## src/rtl/alu_pkg.sv

```systemverilog
// Opcode constants and controller state type for the sequential ALU.
// Meant to be shared with any control unit that issues ALU operations.
package alu_pkg;

  localparam logic [2:0] OP_AND  = 3'b000;
  localparam logic [2:0] OP_OR   = 3'b001;
  localparam logic [2:0] OP_ADD  = 3'b010;
  localparam logic [2:0] OP_MUL  = 3'b011;
  localparam logic [2:0] OP_DIVU = 3'b100;
  localparam logic [2:0] OP_REMU = 3'b101;
  localparam logic [2:0] OP_SUB  = 3'b110;
  localparam logic [2:0] OP_SLT  = 3'b111;

  typedef enum logic [1:0] {
    ST_IDLE = 2'd0,
    ST_CALC = 2'd1,
    ST_DONE = 2'd2
  } alu_state_e;

  function automatic logic is_multi_cycle(input logic [2:0] op);
    return (op == OP_MUL) || (op == OP_DIVU) || (op == OP_REMU);
  endfunction

endpackage

```

## src/rtl/alu_seq_muldiv.sv

```systemverilog
// Iterative datapath: shift-add multiply (LSB first) and restoring unsigned
// divide (MSB first), one bit per step, WIDTH steps per operation.
module alu_seq_muldiv
  import alu_pkg::*;
#(
  parameter int WIDTH = 64
) (
  input  logic             clk,
  input  logic             rst,
  input  logic             load_i,
  input  logic             step_i,
  input  logic [2:0]       op_i,
  input  logic [WIDTH-1:0] a_i,
  input  logic [WIDTH-1:0] b_i,
  output logic [WIDTH-1:0] res_next_o,
  output logic             last_o
);

  localparam int CW = $clog2(WIDTH);

  logic [2:0]       op_q, op_d;
  logic [WIDTH-1:0] acc_q, acc_d;
  logic [WIDTH-1:0] a_q, a_d;
  logic [WIDTH-1:0] b_q, b_d;
  logic [CW-1:0]    cnt_q, cnt_d;
  logic [WIDTH:0]   rem_sh;
  logic [WIDTH:0]   trial;
  logic             q_bit;

  // acc is the product accumulator for MUL and the partial remainder for
  // DIVU/REMU; a shifts left in both cases (multiplicand / dividend->quotient).
  always_comb begin
    op_d   = op_q;
    acc_d  = acc_q;
    a_d    = a_q;
    b_d    = b_q;
    cnt_d  = cnt_q;
    rem_sh = {acc_q, a_q[WIDTH-1]};
    trial  = rem_sh - {1'b0, b_q};
    q_bit  = ~trial[WIDTH];
    if (load_i) begin
      op_d  = op_i;
      acc_d = '0;
      a_d   = a_i;
      b_d   = b_i;
      cnt_d = '0;
    end else if (step_i) begin
      cnt_d = cnt_q + 1'b1;
      if (op_q == OP_MUL) begin
        if (b_q[0]) acc_d = acc_q + a_q;
        a_d = a_q << 1;
        b_d = b_q >> 1;
      end else begin
        // With a zero divisor every trial succeeds, giving all-ones and rem=A.
        acc_d = q_bit ? trial[WIDTH-1:0] : rem_sh[WIDTH-1:0];
        a_d   = {a_q[WIDTH-2:0], q_bit};
      end
    end
  end

  always_ff @(posedge clk) begin
    if (rst) begin
      op_q  <= OP_MUL;
      acc_q <= '0;
      a_q   <= '0;
      b_q   <= '0;
      cnt_q <= '0;
    end else begin
      op_q  <= op_d;
      acc_q <= acc_d;
      a_q   <= a_d;
      b_q   <= b_d;
      cnt_q <= cnt_d;
    end
  end

  assign res_next_o = (op_q == OP_DIVU) ? a_d : acc_d;
  assign last_o     = (cnt_q == CW'(WIDTH - 1));

endmodule

```

## src/rtl/alu_seq.sv

```systemverilog
// Sequential ALU: single-cycle logic/add/sub/slt plus iterative mul/div.
// Define ALU_SEQ_OVF_EN to add the registered signed-overflow output ovf.
module alu_seq
  import alu_pkg::*;
#(
  parameter int WIDTH = 64
) (
  input  logic             clk,
  input  logic             rst,
  input  logic             start,
  input  logic [2:0]       aluOP,
  input  logic [WIDTH-1:0] A,
  input  logic [WIDTH-1:0] B,
  output logic             busy,
  output logic             done,
  output logic [WIDTH-1:0] bus_resultOP,
  output logic             zero,
`ifdef ALU_SEQ_OVF_EN
  output logic             ovf,
`endif
  output alu_state_e       state_o
);

  // Handshake: an op is accepted when start=1 while state is IDLE; done is a
  // one-cycle pulse with bus_resultOP valid; start is ignored while busy.
  alu_state_e       state_q, state_d;
  logic             accept;
  logic             multi;
  logic [WIDTH-1:0] sum, diff, single_res;
  logic [WIDTH-1:0] res_q;
  logic             zero_q;
  logic [WIDTH-1:0] md_res;
  logic             md_last;

  assign accept = start && (state_q == ST_IDLE);
  assign multi  = is_multi_cycle(aluOP);
  assign sum    = A + B;
  assign diff   = A - B;

  always_comb begin
    single_res = '0;
    case (aluOP)
      OP_AND:  single_res = A & B;
      OP_OR:   single_res = A | B;
      OP_ADD:  single_res = sum;
      OP_SUB:  single_res = diff;
      OP_SLT:  single_res = {{(WIDTH-1){1'b0}}, ($signed(A) < $signed(B))};
      default: single_res = '0;
    endcase
  end

  always_ff @(posedge clk) begin
    if (rst) state_q <= ST_IDLE;
    else     state_q <= state_d;
  end

  always_comb begin
    state_d = state_q;
    case (state_q)
      ST_IDLE: if (accept) state_d = multi ? ST_CALC : ST_DONE;
      ST_CALC: if (md_last) state_d = ST_DONE;
      ST_DONE: state_d = ST_IDLE;
      default: state_d = ST_IDLE;
    endcase
  end

  always_comb begin
    busy = (state_q == ST_CALC) || (state_q == ST_DONE);
    done = (state_q == ST_DONE);
  end

  alu_seq_muldiv #(.WIDTH(WIDTH)) u_muldiv (
    .clk        (clk),
    .rst        (rst),
    .load_i     (accept && multi),
    .step_i     (state_q == ST_CALC),
    .op_i       (aluOP),
    .a_i        (A),
    .b_i        (B),
    .res_next_o (md_res),
    .last_o     (md_last)
  );

  // Result registers load on the edge that enters DONE, so they change
  // exactly when done rises.
  always_ff @(posedge clk) begin
    if (rst) begin
      res_q  <= '0;
      zero_q <= 1'b1;
    end else if (accept && !multi) begin
      res_q  <= single_res;
      zero_q <= (single_res == '0);
    end else if ((state_q == ST_CALC) && md_last) begin
      res_q  <= md_res;
      zero_q <= (md_res == '0);
    end
  end

`ifdef ALU_SEQ_OVF_EN
  logic ovf_q;
  logic ovf_calc;

  always_comb begin
    ovf_calc = 1'b0;
    if (aluOP == OP_ADD)
      ovf_calc = (A[WIDTH-1] == B[WIDTH-1]) && (sum[WIDTH-1] != A[WIDTH-1]);
    else if (aluOP == OP_SUB)
      ovf_calc = (A[WIDTH-1] != B[WIDTH-1]) && (diff[WIDTH-1] != A[WIDTH-1]);
  end

  always_ff @(posedge clk) begin
    if (rst)                                  ovf_q <= 1'b0;
    else if (accept && !multi)                ovf_q <= ovf_calc;
    else if ((state_q == ST_CALC) && md_last) ovf_q <= 1'b0;
  end

  assign ovf = ovf_q;
`endif

  assign bus_resultOP = res_q;
  assign zero         = zero_q;
  assign state_o      = state_q;

endmodule
```

## config.mk

```make
export PLATFORM = sky130hd
export DESIGN_NAME = alu_seq
export DESIGN_NICKNAME = d
export VERILOG_FILES = /design/src/rtl/alu_pkg.sv /design/src/rtl/alu_seq_muldiv.sv /design/src/rtl/alu_seq.sv
export SDC_FILE = /design/constraint.sdc
export NUM_CORES = 2
export LEC_CHECK = 0
export ABC_AREA = 1
export CORE_MARGIN = 5
export CORE_UTILIZATION = 25
export DETAILED_ROUTE_END_ITERATION = 12
export PLACE_DENSITY = 0.45
export SLEW_MARGIN = 5
export SYNTH_ARGS = -nofsm -noshare
export SYNTH_HDL_FRONTEND = slang
export SYNTH_SLANG_ARGS = --single-unit
export TNS_END_PERCENT = 100
```

## constraint.sdc

```tcl
create_clock -name clk -period 6.64 [get_ports clk]
set_clock_uncertainty 0.05 [all_clocks]
set_input_delay 1.328 -clock clk [delete_from_list [all_inputs] [get_ports clk]]
set_output_delay 1.328 -clock clk [all_outputs]
set_load 0.005 [all_outputs]
```

==> impl_metrics.tcl <==
set metrics [dict create \
    status "complete, no violations" \
    synth_seq_cells 268 \
    rsz0062_at_grt "false" \
    synth_edf_count 0 \
    synth_nets 7313 \
    first_pass_iters 6 \
    worstReg2RegStart "u_muldiv.a_q[63]" \
    period_share_pct 89.9 \
    max-cap-violations 0 \
    wl_mm 233 \
    critical_path_arrival_ns 6.44 \
    gp_congestion 1.03 \
    portBuffers 202 \
    critPathLaunch "A[5]" \
    synth-async-reset-ratio_pct 0 \
    ys_seq_area_share_pct 14.5 \
    crit_top_cell "nand2_1" \
    switching_share_pct 51.5 \
    pwr_density_cell_nw_per_um2 206 \
    fp.dieH_um 395 \
    drtIter0Drc 4615 \
    initial_core_util_pct 25.1 \
    cts_max_level 2 \
    cp_max_fo 8 \
    syn_to_final_growth_pct 14.8 \
    pwr-share-comb_pct 53.9 \
    via_per_inst 5.17 \
    grt-ovfl-total 0 \
    drc 0 \
    post_drt_wl_per_cell_um 26.1 \
    ys_warn_count 0 \
    synth.top_cell.area_share_pct 17.7 \
    yosysMostFrequentCell "nand2_1" \
    cts_hold_buf 0 \
    antenna_found_initial 22 \
    cp.depth 25 \
    synth_cells 6850 \
    crit_type "input pin to register" \
    period_needed_ns 5.97 \
    p_leak_nw 19.4 \
    n_fill_cell 17100 \
    cp_slowest_cell "clkdlybuf4s50_1" \
    clockRootBuffer "clkbuf_16" \
    hold_viol_final 0 \
    synthFlopType "dfxtp_1" \
    slowest_delay_ns 0.72 \
    grt_usage_pct 28.3 \
    grt_pass1_vias 43500 \
    design.core.area_um2 148000 \
    worst_pin_slew_ns 1.23 \
    cts_tree "yes" \
    p_seq_share_pct 21.8 \
    io_pins 203 \
    vias 46100 \
    syn_avg_cell_area_um2 5.41 \
    yosys-top-cells-count "nand2_1 (1753), nor2_1 (1058), inv_1 (976)" \
    reg2reg_depth 30 \
    die_area_um2 156000 \
    max_freq_ghz 0.168 \
    row_count 141 \
    synth_top_cell_by_area "nand2_1" \
    finalNonFillerCells 8908 \
    grt_max_degree 160 \
    nets 7400 \
    clockPowerShare_pct 24.3 \
    cts_buffers 37 \
    placed_cells 8828 \
    ir_worst_vdd_v 0.000163 \
    endpoint_kind "register" \
    path_buf_inv 4 \
    drive_above_1_share_pct 3.95 \
    min_path_type "register to register" \
    cts_buffer_depth 3 \
    synth.distinct_cells 57 \
    cts_num_sinks 268 \
    insertion_delay_ns 0.62 \
    path_delay_family "simple AND/OR/NAND/NOR gates" \
    synth_area_leaders "nand2_1 (18%), dfxtp_1 (14%), ha_1 (11%)" \
    slew_violations 0 \
    setup_viol 0 \
    post_cts_buffers 0 \
    tns_ns 0 \
    rr_endpoint "zero" \
    slew_headroom_pct 17.1 \
    ctsResizeCount 0 \
    clkTransAtPathRegs_ns 0.06 \
    postRouteAntennaNets 0 \
    worstPathRequired_ns 7.11 \
    p_int_mw 4.25 \
    endpoint "zero" \
    worst-r2r-setup-slack_ns 1.26 \
    dp_hpwl_mm 196 \
    setup.worst_path.start_class "input pin" \
    p_switching_mw 4.52 \
    grt_pass1_wl_mm 322 \
    netlist_area_um2 37100 \
    die_w_um 395 \
]
routing by layer:
metal  part of all wire, %  global-route usage (%)  vias to the layer above
li1                      -                       -                    22200
met1                    46                    39.5                    21800
met2                    44                    45.6                     1730
met3                   6.0                    2.47                      274
met4                   4.1                    10.2                        0
met5                     0                       0                        -
kinds of logic (layout without fill, tap and decap cells):
| group | count (synthesis) | count (layout) | synth area share, % |
|---|---|---|---|
| AO/OA/AOI/OAI | 1394 | 1394 | 20.5 |
| XOR/XNOR | 52 | 52 | 1.23 |
| adder cells (fa/ha/maj) | 329 | 329 | 11.2 |
| buffers and inverters | 1243 | 1356 | 12.8 |
| flip-flops | 268 | 268 | 14.5 |
| multiplexers | 1 | 1 | 0.0270 |
| other | 0 | 15 | 0 |
| AND/OR/NAND/NOR | 3563 | 3563 | 39.7 |
worst register-to-register path: cells and delay by family, from the launching register on:
| kind | cells | cell delay [ns] |
|---|---|---|
| and+or+nand+nor | 25 | 3.63 |
| adders and majority gates | 2 | 0.73 |
| DFF | 1 | 0.38 |
| buffers and inverters | 2 | 0.34 |
| AOI/OAI and AO/OA | 1 | 0.19 |
stage by stage:
step | power (mW) | utilization [%] | instance area [um2] | worst slack (ns) | hold slack (ns)
6_report | 8.77 | 28.8 | 42500 | 0.672 | 0.415
5_1_grt | 9.25 | 28.8 | 42500 | 0.527 | 0.424
4_1_cts | 8.72 | 28.8 | 42500 | 0.801 | 0.414
3_5_place_dp | 6.55 | 28.0 | 41300 | 0.203 | 0.405
3_3_place_gp | 6.58 | 28.0 | 41300 | 0.132 | 0.401
2_1_floorplan | 4.69 | - | 37100 | 2.71 | 0.391
worst min-delay path by stage:
stage / from / to / cells after the start
floorplan: u_muldiv.b_q[63] / u_muldiv.b_q[63] / 2
global placement: u_muldiv.b_q[20] / u_muldiv.b_q[20] / 2
detailed placement: u_muldiv.b_q[16] / u_muldiv.b_q[16] / 2
CTS: u_muldiv.b_q[16] / u_muldiv.b_q[16] / 2
global route: u_muldiv.b_q[34] / u_muldiv.b_q[34] / 2
finish: u_muldiv.b_q[18] / u_muldiv.b_q[18] / 2
flip-flops by register name, indices dropped and copies added, names as in the netlist:
name	count
u_muldiv.a_q	64
u_muldiv.op_q	3
u_muldiv.acc_q	64
state_o	2
bus_resultOP	64
u_muldiv.b_q	64
zero	1
u_muldiv.cnt_q	6
layout make-up:
type	instances	area, um2	share of cell area, %
antenna	15	37.5	0.0882
clock buffer	47	1000	2.36
clock inverter	18	210	0.494
inverter	998	3750	8.82
multi-input combinational	5339	27000	63.5
sequential	268	5370	12.6
tap	1930	2410	5.68
timing repair buffer	293	2750	6.46
power by group through the flow:
stage                     sequential [mW]  combinational [mW]  clock [mW]
after global placement               1.94                4.64           0
after floorplan                      1.83                2.86           0
after CTS                            1.90                4.64        2.18
final                                1.92                4.73        2.13
after global routing                 1.92                5.11        2.22
after detailed placement             1.94                4.61           0
layout by cell type, fill, tap and decap left out, types with 67 or more instances in the layout:
cell,synthesis,routed
a21oi_1,551,551
a31oi_1,67,67
buf_4,2,88
clkdlybuf4s50_1,0,201
dfxtp_1,268,267
ha_1,325,324
inv_1,976,971
nand2_1,1753,1752
nand3_1,462,462
nor2_1,1058,1054
o21ai_0,552,552
(Power assumes the default switching activity.)
